`config.mk`:
```
export PLATFORM = sky130hd
export DESIGN_NAME = dnn_seq_mlp
export DESIGN_NICKNAME = d
export VERILOG_FILES = /design/src/rtl/dnn_pkg.sv /design/src/rtl/dnn_mac.sv /design/src/rtl/dnn_seq_mlp.sv
export SDC_FILE = /design/constraint.sdc
export NUM_CORES = 1
export LEC_CHECK = 0
export CAP_MARGIN = 0
export CORE_MARGIN = 10
export CORE_UTILIZATION = 54
export CTS_CLUSTER_DIAMETER = 50
export DETAILED_ROUTE_END_ITERATION = 16
export PLACE_DENSITY = 0.82
export SYNTH_ARGS = -nofsm -noshare
export SYNTH_HDL_FRONTEND = slang
export SYNTH_HIERARCHICAL = 1
export SYNTH_SLANG_ARGS = --single-unit
```
`constraint.sdc`:
```
create_clock -name clk -period 10.2 [get_ports clk]
set_input_delay 3.06 -clock clk [delete_from_list [all_inputs] [get_ports clk]]
set_output_delay 3.06 -clock clk [all_outputs]
set_load 0.05 [all_outputs]
```
`src/rtl/dnn_pkg.sv`:
```
// Shared types and width helpers for the sequential MLP engine.
// Widths are chosen so no accumulation can overflow.
package dnn_pkg;

   typedef enum logic [1:0] {
      IDLE = 2'd0,
      L1   = 2'd1,
      L2   = 2'd2,
      DONE = 2'd3
   } state_e;

   function automatic int hid_w(int dw, int n_in);
      return 2 * dw + $clog2(n_in);
   endfunction

   function automatic int out_w(int dw, int hw, int n_hid);
      return hw + dw + $clog2(n_hid);
   endfunction

   function automatic int idx_w(int n);
      return (n > 1) ? $clog2(n) : 1;
   endfunction

endpackage

```
`src/rtl/dnn_mac.sv`:
```
// Signed multiply-accumulate with synchronous clear.
// Exposes the next accumulator value so callers can capture it.
module dnn_mac #(
   parameter int AW   = 12,
   parameter int BW   = 5,
   parameter int ACCW = 19
)(
   input  logic                   clk,
   input  logic                   rst_n,
   input  logic                   en_i,
   input  logic                   clr_i,
   input  logic signed [AW-1:0]   a_i,
   input  logic signed [BW-1:0]   b_i,
   output logic signed [ACCW-1:0] acc_nxt_o
);

   logic signed [AW+BW-1:0] prod;
   logic signed [ACCW-1:0]  acc_q;
   logic signed [ACCW-1:0]  acc_d;

   // Full-precision product, restarted from zero when clr_i is set.
   always_comb begin
      prod  = a_i * b_i;
      acc_d = (clr_i ? '0 : acc_q) + ACCW'(prod);
   end

   // Accumulator register, only advances on an active MAC cycle.
   always_ff @(posedge clk or negedge rst_n) begin
      if (!rst_n) begin
         acc_q <= '0;
      end else if (en_i) begin
         acc_q <= acc_d;
      end
   end

   assign acc_nxt_o = acc_d;

endmodule

```
`src/rtl/dnn_seq_mlp.sv`:
```
// Time-multiplexed two-layer MLP: one shared MAC walks
// input->hidden then hidden->output weights, one product per cycle.
module dnn_seq_mlp
   import dnn_pkg::*;
#(
   parameter int DW       = 5,
   parameter int N_IN     = 4,
   parameter int N_HID    = 4,
   parameter int N_OUT    = 2,
   parameter int HID_RELU = 1
)(
   input  logic                      clk,
   input  logic                      rst_n,
   input  logic                      in_valid,
   output logic                      in_ready,
   input  logic [N_IN*DW-1:0]        x_in,
   input  logic [N_IN*N_HID*DW-1:0]  w_ih,
   input  logic [N_HID*N_OUT*DW-1:0] w_ho,
   output logic                      out_valid,
   input  logic                      out_ready,
   output logic [N_OUT*out_w(DW, hid_w(DW, N_IN), N_HID)-1:0] y_out,
   output logic                      busy
);

   localparam int HW  = hid_w(DW, N_IN);
   localparam int OW  = out_w(DW, HW, N_HID);
   localparam int LAT = N_IN * N_HID + N_HID * N_OUT;
   localparam int IW  = idx_w(N_IN);
   localparam int JW  = idx_w(N_HID);
   localparam int KW  = idx_w(N_OUT);

   state_e state_q, state_d;
   logic [IW-1:0] i_q, i_d;
   logic [JW-1:0] j_q, j_d;
   logic [KW-1:0] k_q, k_d;

   logic [N_IN*DW-1:0]    x_q;
   logic signed [HW-1:0]  hid_q [N_HID];
   logic signed [OW-1:0]  y_q   [N_OUT];

   logic signed [DW-1:0]  xa  [N_IN];
   logic signed [DW-1:0]  wih [N_HID][N_IN];
   logic signed [DW-1:0]  who [N_OUT][N_HID];

   logic                  mac_en;
   logic                  mac_clr;
   logic signed [HW-1:0]  mac_a;
   logic signed [DW-1:0]  mac_b;
   logic signed [OW-1:0]  acc_d;

   logic                  last_i, last_j, last_k;
   logic                  accept;
   logic                  hid_we, y_we;
   logic signed [HW-1:0]  hsum, hid_d;

   for (genvar gi = 0; gi < N_IN; gi++) begin : g_x
      assign xa[gi] = x_q[gi*DW +: DW];
   end

   for (genvar gj = 0; gj < N_HID; gj++) begin : g_wj
      for (genvar gi = 0; gi < N_IN; gi++) begin : g_wi
         assign wih[gj][gi] = w_ih[(gj*N_IN+gi)*DW +: DW];
      end
   end

   for (genvar gk = 0; gk < N_OUT; gk++) begin : g_wk
      for (genvar gj = 0; gj < N_HID; gj++) begin : g_wj2
         assign who[gk][gj] = w_ho[(gk*N_HID+gj)*DW +: DW];
      end
      assign y_out[gk*OW +: OW] = y_q[gk];
   end

   assign in_ready  = (state_q == IDLE);
   assign out_valid = (state_q == DONE);
   assign busy      = (state_q != IDLE);
   assign accept    = in_valid && in_ready;

   assign last_i = (i_q == IW'(N_IN - 1));
   assign last_j = (j_q == JW'(N_HID - 1));
   assign last_k = (k_q == KW'(N_OUT - 1));

   // Route the shared MAC operands for the active layer.
   always_comb begin
      mac_en  = 1'b0;
      mac_clr = 1'b0;
      mac_a   = '0;
      mac_b   = '0;
      unique case (state_q)
         L1: begin
            mac_en  = 1'b1;
            mac_clr = (i_q == '0);
            mac_a   = HW'(xa[i_q]);
            mac_b   = wih[j_q][i_q];
         end
         L2: begin
            mac_en  = 1'b1;
            mac_clr = (j_q == '0);
            mac_a   = hid_q[j_q];
            mac_b   = who[k_q][j_q];
         end
         default: ;
      endcase
   end

   dnn_mac #(
      .AW   (HW),
      .BW   (DW),
      .ACCW (OW)
   ) u_mac (
      .clk       (clk),
      .rst_n     (rst_n),
      .en_i      (mac_en),
      .clr_i     (mac_clr),
      .a_i       (mac_a),
      .b_i       (mac_b),
      .acc_nxt_o (acc_d)
   );

   // Sequence L1 (j outer, i inner) then L2 (k outer, j inner).
   always_comb begin
      state_d = state_q;
      i_d     = i_q;
      j_d     = j_q;
      k_d     = k_q;
      unique case (state_q)
         IDLE: begin
            if (in_valid) begin
               state_d = L1;
               i_d     = '0;
               j_d     = '0;
               k_d     = '0;
            end
         end
         L1: begin
            if (last_i) begin
               i_d = '0;
               if (last_j) begin
                  j_d     = '0;
                  k_d     = '0;
                  state_d = L2;
               end else begin
                  j_d = j_q + JW'(1);
               end
            end else begin
               i_d = i_q + IW'(1);
            end
         end
         L2: begin
            if (last_j) begin
               j_d = '0;
               if (last_k) begin
                  k_d     = '0;
                  state_d = DONE;
               end else begin
                  k_d = k_q + KW'(1);
               end
            end else begin
               j_d = j_q + JW'(1);
            end
         end
         DONE: begin
            if (out_ready) begin
               state_d = IDLE;
            end
         end
         default: state_d = IDLE;
      endcase
   end

   // FSM state and loop counters.
   always_ff @(posedge clk or negedge rst_n) begin
      if (!rst_n) begin
         state_q <= IDLE;
         i_q     <= '0;
         j_q     <= '0;
         k_q     <= '0;
      end else begin
         state_q <= state_d;
         i_q     <= i_d;
         j_q     <= j_d;
         k_q     <= k_d;
      end
   end

   // Capture the input vector on the accept edge.
   always_ff @(posedge clk or negedge rst_n) begin
      if (!rst_n) begin
         x_q <= '0;
      end else if (accept) begin
         x_q <= x_in;
      end
   end

   assign hid_we = (state_q == L1) && last_i;
   assign y_we   = (state_q == L2) && last_j;
   assign hsum   = acc_d[HW-1:0];
   assign hid_d  = ((HID_RELU != 0) && hsum[HW-1]) ? '0 : hsum;

   // Hidden activations, written when a neuron's last product lands.
   always_ff @(posedge clk or negedge rst_n) begin
      if (!rst_n) begin
         for (int n = 0; n < N_HID; n++) hid_q[n] <= '0;
      end else if (hid_we) begin
         hid_q[j_q] <= hid_d;
      end
   end

   // Output lanes, each updated only when its own sum completes.
   always_ff @(posedge clk or negedge rst_n) begin
      if (!rst_n) begin
         for (int n = 0; n < N_OUT; n++) y_q[n] <= '0;
      end else if (y_we) begin
         y_q[k_q] <= acc_d;
      end
   end

endmodule

```
==> impl_metrics.env <==
export IMPL_grt_max_degree=70
export IMPL_p_leak_nw=5.65
export IMPL_cts_resized=0
export IMPL_placed_area_um2=11800
export IMPL_rr_startpoint="state_q[1]"
export IMPL_cts_buffers=17
export IMPL_port_buffers=184
export IMPL_hold_path_class="flop to flop"
export IMPL_slew_headroom=0.349
export IMPL_grt_pass1_wl_mm=43.4
export IMPL_path_clk_slew_ns=0.05
export IMPL_intPower_mw=2.36
export IMPL_ios=185
export IMPL_whs_path_depth=2
export IMPL_multi_input_area_um2=6010
export IMPL_sequentialPowerShare=0.184
export IMPL_yosysTopAreaCellShare=0.328
export IMPL_cp_slowest_stage_delay_ns=0.53
export IMPL_ys_top_cells_by_area="dfrtp_1 (33%), mux2_2 (8.6%), fa_1 (8.0%), ha_1 (7.6%), mux4_2 (6.2%)"
export IMPL_maxCapViolCount=0
export IMPL_tightest_slew_ns=0.977
export IMPL_antenna_found_initial=0
export IMPL_synth_seq_area_share=0.328
export IMPL_instances_no_fill=1344
export IMPL_swShare=0.476
export IMPL_setup_viol_count_final=0
export IMPL_dp_slack_ns=0.316
export IMPL_insertion_delay_ns=0.42
export IMPL_cp_slowest_cell="fa_1"
export IMPL_ir_drop_mv=0.278
export IMPL_cts_hold_buf=0
export IMPL_num_vias=7691
export IMPL_fin_setup_tns_ns=0
export IMPL_finalMaxSlewViolations=0
export IMPL_fin_crit_sh=0.939
export IMPL_start_util=0.545
export IMPL_cts_sinks=128
export IMPL_p_per_area_nw_per_um2=363
export IMPL_hold_slack_ns=0.472
export IMPL_area_delta_synth_final_pct=26.9
export IMPL_stdcell_area_um2=12400
export IMPL_postSynthCellCount=927
export IMPL_synth_nets=1169
export IMPL_drt_antenna_violating_nets=0
export IMPL_yosysMostFrequentCell="dfrtp_1"
export IMPL_reg2reg_depth=30
export IMPL_grt_setup_unrepaired="no"
export IMPL_avgSynthCellArea_um2=10.5
export IMPL_p_clk_frac=0.145
export IMPL_hold_viol=0
export IMPL_die_h_um=154
export IMPL_drtIter0Drc=430
export IMPL_grtUsageTotal=0.224
export IMPL_rrSetupSlack_ns=2.12
export IMPL_timing_rr_end="y_out[18]"
export IMPL_seq_area_um2=3200
export IMPL_wl_per_cell_um=19.6
export IMPL_hp_start="hid_q[36]"
export IMPL_grt_pass1_vias=8240
export IMPL_viasPerCell=5.72
export IMPL_postLayoutCoreUtil=0.692
export IMPL_worst_setup_path_end_kind="flop"
export IMPL_synth_ff_type="dfrtp_1"
export IMPL_cts_tree="yes"
export IMPL_hold_path_endpoint="hid_q[36]"
export IMPL_yosysUniqueCellTypes=62
export IMPL_drive_gt1_frac=0.147
export IMPL_crit_path_start_kind="primary input"
export IMPL_post_synth_top_area_cell="dfrtp_1"
export IMPL_power_frac_comb=0.671
export IMPL_synth_edff_count=0
export IMPL_n_fill_cell=1335
export IMPL_dieArea_um2=23900
export IMPL_async_reset_ff_frac=1.00
export IMPL_n_antenna_cell=0
export IMPL_die_w_um=154
export IMPL_fmax_mhz=104
export IMPL_period_needed_ns=9.58
export IMPL_layout_nets=1344
export IMPL_drt_pass1_iterations=5
export IMPL_fin_skew_ns=0.00891
export IMPL_worstSetupPathType="primary input to flop"
export IMPL_synth_warnings=6
export IMPL_htreeDepth=4
export IMPL_syn_area_um2=9770
export IMPL_postCtsSetupBuffers=0
export IMPL_final_setup_worst_slack_ns=0.621
export IMPL_clockBufferDepth=2
export IMPL_synth_commonest_cells="dfrtp_1 (128), nand2_1 (84), inv_1 (80)"
export IMPL_gp_congestion=0.938
export IMPL_drc=0
export IMPL_place_inst=1312
export IMPL_ys_ff_latch=128
export IMPL_grt_overflow_total=0
export IMPL_coreArea_um2=17900
export IMPL_worst_path_max_fanout=10
export IMPL_crit_arrival_ns=9.88
export IMPL_switchingPower_mw=2.14
export IMPL_wirelength_mm=26.4
export IMPL_fp_row_count=49
export IMPL_cts_root_buf="clkbuf_16"
export IMPL_dpl_hpwl_mm=20.3
export IMPL_finalPower_mw=4.49
export IMPL_cp_required_ns=10.50
export IMPL_status="finished clean"
-- layout make-up --
cell class / instances / share of cell area
multi-input combinational: 675 / 0.485
sequential: 128 / 0.258
timing repair buffer: 199 / 0.157
clock buffer: 20 / 0.0368
inverter: 81 / 0.0245
tap: 229 / 0.0231
clock inverter: 12 / 0.0146
-- worst max path at each step --
stage	from	endpoint	slack, ns	cells after the start
4_1_cts	w_ih[11]	y_out[18]	0.71	30
3_5_place_dp	w_ih[11]	y_out[18]	0.32	30
5_1_grt	w_ih[18]	y_out[18]	0.29	29
3_3_place_gp	w_ih[33]	y_out[37]	0.40	29
2_1_floorplan	w_ho[29]	y_out[37]	0.78	29
6_report	w_ih[11]	y_out[18]	0.62	30
-- layout by cell type (no fill, tap or decap), types with 4 or more instances in the layout --
master | Yosys | final
a22oi_1 | 5 | 5
bufinv_16 | 0 | 4
nand2b_1 | 15 | 15
a21o_1 | 9 | 9
ha_1 | 59 | 59
a211oi_1 | 7 | 7
and2_1 | 42 | 42
a21oi_1 | 28 | 28
nor2_1 | 39 | 39
clkinv_4 | 0 | 4
dfrtp_1 | 128 | 127
mux2_2 | 75 | 75
o21ai_0 | 59 | 59
clkbuf_16 | 0 | 17
nor2b_1 | 29 | 29
o21ai_1 | 7 | 7
o22ai_1 | 5 | 5
buf_4 | 6 | 16
nor3_1 | 4 | 4
o21bai_1 | 4 | 4
a32o_1 | 6 | 6
o211ai_1 | 5 | 5
nand3_1 | 23 | 23
clkdlybuf4s50_1 | 0 | 183
fa_1 | 39 | 39
mux4_2 | 27 | 27
xor2_1 | 9 | 9
mux2i_1 | 28 | 28
inv_1 | 80 | 80
mux4_1 | 7 | 7
xnor2_1 | 22 | 22
nand2_1 | 84 | 84
-- registers in the layout, indices dropped and copies added, names as in the netlist --
signal       count
hid_q           44
i_q              2
j_q              2
k_q              1
state_q          2
u_mac/acc_q     19
x_q             20
y_out           38
-- logic make-up (layout without fill, tap and decap cells) --
family | Yosys count | count (layout) | share of synthesized area
and+or+nand+nor | 245 | 245 | 0.123
muxes | 138 | 138 | 0.198
DFF | 128 | 128 | 0.328
AOI/OAI and AO/OA | 161 | 161 | 0.108
xor gates and xnor gates | 33 | 33 | 0.0311
adders and majority gates | 98 | 98 | 0.156
buffers and inverters | 124 | 312 | 0.0564
-- critical path: cells and delay by family --
kind	cells	cell delay, ns
buffers and inverters	4	0.74
muxes	2	0.77
adders and majority gates	5	2.04
xor gates and xnor gates	2	0.27
AOI/OAI and AO/OA	14	2.54
and+or+nand+nor	3	0.49
-- layer usage --
layer | GRT usage | up-vias | wire length [µm]
li1 | - | 3574 | -
met1 | 0.278 | 3823 | 11000
met2 | 0.383 | 250 | 13500
met3 | 0.0422 | 44 | 1360
met4 | 0.0733 | 0 | 563
met5 | 0 | - | 0
-- power groups by stage --
| stage | Sequential, mW | Combinational, mW | Clock [mW] |
|---|---|---|---|
| final | 0.827 | 3.02 | 0.650 |
| after global routing | 0.852 | 3.35 | 0.678 |
| after CTS | 0.829 | 3.01 | 0.659 |
| after detailed placement | 0.833 | 2.97 | 0 |
| after global placement | 0.822 | 2.90 | 0 |
| after floorplan | 0.869 | 2.13 | 0 |
(Power assumes the default switching activity.)
